<file path="config.mk">
export PLATFORM = sky130hd
export DESIGN_NAME = hnf_link_tx_flat
export DESIGN_NICKNAME = d
export VERILOG_FILES = /design/src/rtl/hnf_link_tx_if.sv /design/src/rtl/hnf_link_tx.sv /design/src/flat_wrapper.sv
export SDC_FILE = /design/constraint.sdc
export NUM_CORES = 1
export LEC_CHECK = 0
export ABC_AREA = 1
export CAP_MARGIN = 0
export CORE_MARGIN = 2
export CORE_UTILIZATION = 42
export DETAILED_ROUTE_END_ITERATION = 12
export PLACE_DENSITY = 0.89
export RECOVER_POWER = 50
export SYNTH_ARGS = -nofsm -noshare
export SYNTH_HDL_FRONTEND = slang
export SYNTH_SLANG_ARGS = --single-unit
</file>
<file path="constraint.sdc">
create_clock -name clk -period 3.65 [get_ports clk]
set_input_delay 0.73 -clock clk [delete_from_list [all_inputs] [get_ports clk]]
set_output_delay 0.73 -clock clk [all_outputs]
set_load 0.01 [all_outputs]
</file>
<file path="src/rtl/hnf_link_tx_if.sv">
// Link-side bundle for hnf_link_tx: FIFO read port, credited flit channel and link status.
// The master modport is the transmitter; the slave modport is the FIFO/receiver side.
interface hnf_link_tx_if #(
   parameter int FLIT_WIDTH = 32,
   parameter int MAX_CRD    = 15
);
   localparam int CRD_W = $clog2(MAX_CRD + 1);

   logic                  fifo_empty;
   logic [FLIT_WIDTH-1:0] fifo_rd_data;
   logic                  fifo_rd_en;
   logic                  link_en;
   logic                  rxlinkactiveack;
   logic                  rxlcrdv;
   logic                  txlinkactivereq;
   logic                  txflitpend;
   logic                  txflitv;
   logic [FLIT_WIDTH-1:0] txflit;
   logic                  txflit_lcrd;
   logic [CRD_W-1:0]      crd_cnt;
   logic                  crd_err;
   logic [1:0]            link_state;

   modport master (
      input  fifo_empty, fifo_rd_data, link_en, rxlinkactiveack, rxlcrdv,
      output fifo_rd_en, txlinkactivereq, txflitpend, txflitv, txflit, txflit_lcrd,
             crd_cnt, crd_err, link_state
   );

   modport slave (
      output fifo_empty, fifo_rd_data, link_en, rxlinkactiveack, rxlcrdv,
      input  fifo_rd_en, txlinkactivereq, txflitpend, txflitv, txflit, txflit_lcrd,
             crd_cnt, crd_err, link_state
   );
endinterface

</file>
<file path="src/rtl/hnf_link_tx.sv">
// CHI-style link-layer transmitter: drains an egress flit FIFO onto a credited link,
// runs the STOP/ACTIVATE/RUN/DEACTIVATE handshake and returns unused L-credits on teardown.
module hnf_link_tx #(
   parameter int FLIT_WIDTH = 32,
   parameter int MAX_CRD    = 15
) (
   input  logic          clk,
   input  logic          rst,
   hnf_link_tx_if.master lnk
);
   localparam int CRD_W = $clog2(MAX_CRD + 1);
   localparam logic [CRD_W-1:0] CRD_MAX = CRD_W'(MAX_CRD);

   typedef enum logic [1:0] {
      ST_STOP       = 2'd0,
      ST_ACTIVATE   = 2'd1,
      ST_RUN        = 2'd2,
      ST_DEACTIVATE = 2'd3
   } state_t;

   state_t                state;
   state_t                state_nx;
   logic [CRD_W-1:0]      crd_cnt_p1;
   logic                  crd_err_p1;
   logic                  req_p1;
   logic                  pend_p1;
   logic                  flitv_p1;
   logic                  lcrd_p1;
   logic [FLIT_WIDTH-1:0] flit_p1;

   logic                  send_p0;
   logic                  ret_p0;
   logic                  inc_p0;
   logic                  dec_p0;
   logic [CRD_W:0]        crd_upd_p0;

   // Saturating credit update; the extra MSB flags an increment lost at the ceiling.
   function automatic logic [CRD_W:0] crd_update(input logic [CRD_W-1:0] cnt,
                                                 input logic inc, input logic dec);
      logic [CRD_W:0] r;
      r = {1'b0, cnt};
      if (inc && !dec) begin
         if (cnt == CRD_MAX) r = {1'b1, cnt};
         else                r = {1'b0, cnt + 1'b1};
      end else if (dec && !inc) begin
         r = {1'b0, cnt - 1'b1};
      end
      return r;
   endfunction

   always_comb begin
      state_nx = state;
      case (state)
         ST_STOP:       if (lnk.link_en && !lnk.rxlinkactiveack) state_nx = ST_ACTIVATE;
         ST_ACTIVATE:   if (lnk.rxlinkactiveack) state_nx = ST_RUN;
         ST_RUN:        if (!lnk.link_en) state_nx = ST_DEACTIVATE;
         ST_DEACTIVATE: if (!lnk.rxlinkactiveack && (crd_cnt_p1 == '0) && !lnk.rxlcrdv)
                           state_nx = ST_STOP;
         default:       state_nx = ST_STOP;
      endcase
   end

   // Stage p0: decide send/return from registered state and credits only, so a
   // credit arriving this cycle is never spent in the same cycle.
   assign send_p0    = (state == ST_RUN) && !lnk.fifo_empty && (crd_cnt_p1 != '0);
   assign ret_p0     = (state == ST_DEACTIVATE) && (crd_cnt_p1 != '0);
   assign inc_p0     = lnk.rxlcrdv && (state != ST_STOP);
   assign dec_p0     = send_p0 || ret_p0;
   assign crd_upd_p0 = crd_update(crd_cnt_p1, inc_p0, dec_p0);

   // Stage p1: registered link outputs and credit state.
   always_ff @(posedge clk) begin
      if (rst) begin
         state      <= ST_STOP;
         crd_cnt_p1 <= '0;
         crd_err_p1 <= 1'b0;
         req_p1     <= 1'b0;
         pend_p1    <= 1'b0;
         flitv_p1   <= 1'b0;
         lcrd_p1    <= 1'b0;
         flit_p1    <= '0;
      end else begin
         state      <= state_nx;
         crd_cnt_p1 <= crd_upd_p0[CRD_W-1:0];
         crd_err_p1 <= crd_err_p1 || crd_upd_p0[CRD_W];
         req_p1     <= (state_nx == ST_ACTIVATE) || (state_nx == ST_RUN);
         pend_p1    <= (state_nx == ST_RUN) || (state_nx == ST_DEACTIVATE);
         flitv_p1   <= dec_p0;
         lcrd_p1    <= ret_p0;
         flit_p1    <= send_p0 ? lnk.fifo_rd_data : '0;
      end
   end

   assign lnk.fifo_rd_en      = send_p0;
   assign lnk.txlinkactivereq = req_p1;
   assign lnk.txflitpend      = pend_p1;
   assign lnk.txflitv         = flitv_p1;
   assign lnk.txflit          = flit_p1;
   assign lnk.txflit_lcrd     = lcrd_p1;
   assign lnk.crd_cnt         = crd_cnt_p1;
   assign lnk.crd_err         = crd_err_p1;
   assign lnk.link_state      = state;
endmodule
</file>
<file path="src/flat_wrapper.sv">
// flat-port wrapper written by rule: the top's interface ports become plain ports
module hnf_link_tx_flat 
#(
   parameter int FLIT_WIDTH = 32,
   parameter int MAX_CRD    = 15
)
  (clk, rst, lnk_fifo_empty, lnk_fifo_rd_data, lnk_link_en, lnk_rxlinkactiveack, lnk_rxlcrdv, lnk_fifo_rd_en, lnk_txlinkactivereq, lnk_txflitpend, lnk_txflitv, lnk_txflit, lnk_txflit_lcrd, lnk_crd_cnt, lnk_crd_err, lnk_link_state);
  hnf_link_tx_if #(.FLIT_WIDTH(FLIT_WIDTH), .MAX_CRD(MAX_CRD)) lnk_i ();
  input  logic clk;
  input  logic rst;
  input wire logic [$bits(lnk_i.fifo_empty)-1:0] lnk_fifo_empty;
  input wire logic [$bits(lnk_i.fifo_rd_data)-1:0] lnk_fifo_rd_data;
  input wire logic [$bits(lnk_i.link_en)-1:0] lnk_link_en;
  input wire logic [$bits(lnk_i.rxlinkactiveack)-1:0] lnk_rxlinkactiveack;
  input wire logic [$bits(lnk_i.rxlcrdv)-1:0] lnk_rxlcrdv;
  output wire logic [$bits(lnk_i.fifo_rd_en)-1:0] lnk_fifo_rd_en;
  output wire logic [$bits(lnk_i.txlinkactivereq)-1:0] lnk_txlinkactivereq;
  output wire logic [$bits(lnk_i.txflitpend)-1:0] lnk_txflitpend;
  output wire logic [$bits(lnk_i.txflitv)-1:0] lnk_txflitv;
  output wire logic [$bits(lnk_i.txflit)-1:0] lnk_txflit;
  output wire logic [$bits(lnk_i.txflit_lcrd)-1:0] lnk_txflit_lcrd;
  output wire logic [$bits(lnk_i.crd_cnt)-1:0] lnk_crd_cnt;
  output wire logic [$bits(lnk_i.crd_err)-1:0] lnk_crd_err;
  output wire logic [$bits(lnk_i.link_state)-1:0] lnk_link_state;
  assign lnk_i.fifo_empty = lnk_fifo_empty;
  assign lnk_i.fifo_rd_data = lnk_fifo_rd_data;
  assign lnk_i.link_en = lnk_link_en;
  assign lnk_i.rxlinkactiveack = lnk_rxlinkactiveack;
  assign lnk_i.rxlcrdv = lnk_rxlcrdv;
  assign lnk_fifo_rd_en = lnk_i.fifo_rd_en;
  assign lnk_txlinkactivereq = lnk_i.txlinkactivereq;
  assign lnk_txflitpend = lnk_i.txflitpend;
  assign lnk_txflitv = lnk_i.txflitv;
  assign lnk_txflit = lnk_i.txflit;
  assign lnk_txflit_lcrd = lnk_i.txflit_lcrd;
  assign lnk_crd_cnt = lnk_i.crd_cnt;
  assign lnk_crd_err = lnk_i.crd_err;
  assign lnk_link_state = lnk_i.link_state;
  hnf_link_tx #(.FLIT_WIDTH(FLIT_WIDTH), .MAX_CRD(MAX_CRD)) u_core (.clk(clk), .rst(rst), .lnk(lnk_i));
endmodule
</file>
==> metrics.yaml <==
ioPinCount: 82
fin_skew_ps: 6.06
period_share_pct: 75.0
nNetsFinal: 319
cts_buffers: 5
worstMarginPinSlew_ps: 1000
die_w_um: 65.8
synth.distinct_cells: 19
hpwl_um: 2870
end_kind: "output pin"
yosysSeqAreaShare_pct: 52.4
routed_wl_um: 3680
leakage_nw: 1.30
routedWlPerCell_um: 11.2
syn_area_um2: 1610
first_global_vias: 1292
grt_use_total_pct: 17.7
antennaDiodeCount: 0
cts_buffer_depth: 2
root_buffer: "clkbuf_8"
nFillCells: 300
max-vdd-ir-drop_v: 0.000265
vias: 1422
syn_to_final_growth_pct: 57.8
mostFrequentLayoutCell: "clkdlybuf4s50_1"
fp.dieArea_um2: 4330
insertion_delay_ps: 280
fin_tns_setup_ps: 0
slew_viol_final: 0
cts.repair.resized: 0
ys_warn_count: 0
start_util_pct: 43.8
gp_congestion: 0.863
grt_setup_unrepaired: "false"
row_count: 22
postCtsSetupBuffers: 0
path_clk_slew_ps: 80
vias_per_cell: 4.34
portBuffers: 81
avgSynthCellArea_um2: 8.19
drive_above_1_share_pct: 6.07
start_kind: "input pin"
syn_nets: 236
antenna_found_initial: 0
grt_pass1_wl_um: 5730
multiInputGateArea_um2: 495
cts_hold_buffers: 0
ys_ff_latch: 42
finish.utilization_pct: 69.2
status: "finished clean"
fin_crit_ps: 2740
ant_nets: 0
drv_cap: 0
critical_path_class: "in -> out"
hp-class: "reg -> reg"
core_um2: 3660
crit_required_ps: 2920
h-tree-depth: 2
drtIter0Drc: 73
layout.area.seq_um2: 841
tritoncts: "yes"
setup_violations: 0
slew_headroom_pct: 33.0
drc: 0
clock_sinks: 42
dr.pass1.iters: 4
cp_data_arrival_time_ps: 2010
critPathMaxFanout: 7
layout_common_cells: "clkdlybuf4s50_1, inv_1, nor2_1"
netlist_instances: 196
overflow: 0
hold_viol: 0
dieHeight_um: 65.8
fmax_mhz: 365
grt_max_degree: 33
power_density_nw_per_um2: 433
-- where the power goes --
group,internal [mW],total [mW],switching (mW)
Clock,0.292,0.444,0.152
Combinational,0.0899,0.167,0.0775
Sequential,0.471,0.486,0.0157
-- stage by stage --
step	instance area (µm²)	power, mW	worst slack (ps)	hold slack (ps)	instances
floorplan	1610	0.598	1880	509	196
global placement	2420	0.672	894	454	320
detailed placement	2420	0.677	894	464	320
CTS	2570	1.12	892	488	328
global route	2530	1.15	862	508	328
finish	2530	1.10	912	492	328
-- critical path, cell delays in order --
cell             delay [ps]
clkdlybuf4s50_1         440
nor2_4                  130
nand2_4                  90
inv_2                    60
clkdlybuf4s50_1         550
-- synth_stat cells --
library cell | instances | area share [%]
a21oi_1 | 5 | 1.6
nand4_1 | 3 | 1.2
nand2_1 | 19 | 4.4
nor2_4 | 3 | 2.1
inv_2 | 2 | 0.47
ha_1 | 2 | 1.6
nand4_4 | 1 | 1.3
buf_6 | 4 | 2.8
inv_1 | 47 | 11
nand3_2 | 1 | 0.62
buf_4 | 1 | 0.47
o21a_1 | 1 | 0.47
xor2_1 | 2 | 1.1
nor2_1 | 42 | 9.8
o21ai_0 | 2 | 0.62
nand3_1 | 11 | 3.4
nand2_2 | 3 | 1.2
nand2_4 | 5 | 3.5
dfxtp_1 | 42 | 52
-- cell type report --
cell class                 instances  area share (%)
clock buffer                       6            3.26
clock inverter                     2            2.37
inverter                          49            7.26
multi-input combinational        100            19.6
sequential                        42            33.2
tap                               48            2.37
timing repair buffer              81            32.0
-- flip-flops by register name (all words and copies together), names as in the netlist --
signal and flops:
u_core.lnk.txflit 32, u_core.lnk.crd_cnt 4, u_core.lnk.link_state 2, u_core.lnk.crd_err 1
u_core.lnk.txflit_lcrd 1, u_core.lnk.txflitv 1, u_core.lnk.txlinkactivereq 1
-- cell families after synthesis --
kind of cell             synth area share (%)
adder cells (fa/ha/maj)                  1.56
XOR/XNOR                                 1.09
AND/OR/NAND/NOR                          27.6
flip-flops                               52.4
buffers and inverters                    14.7
AO/OA/AOI/OAI                            2.65
-- final timing paths --
| path | start | end | slack (ps) | cells after the start |
|---|---|---|---|---|
| setup / recovery | lnk_fifo_empty | lnk_fifo_rd_en | 910 | 5 |
| hold / removal | u_core.lnk.crd_err | u_core.lnk.crd_err | 490 | 1 |
| setup reg to reg | u_core.lnk.crd_cnt[0] | u_core.lnk.txflit[22] | 1540 | 7 |
| hold reg to reg | u_core.lnk.crd_err | u_core.lnk.crd_err | 490 | 1 |
-- metal layers --
layer / GRT usage (%) / part of all wire, % / vias up / wire, µm
met3: 6.13 / 10 / 8 / 371
met5: 0 / 0 / - / 0
li1: - / - / 732 / -
met2: 30.6 / 50 / 69 / 1830
met1: 19.7 / 38 / 613 / 1400
met4: 7.03 / 2.1 / 0 / 79
(Power assumes the default switching activity.)
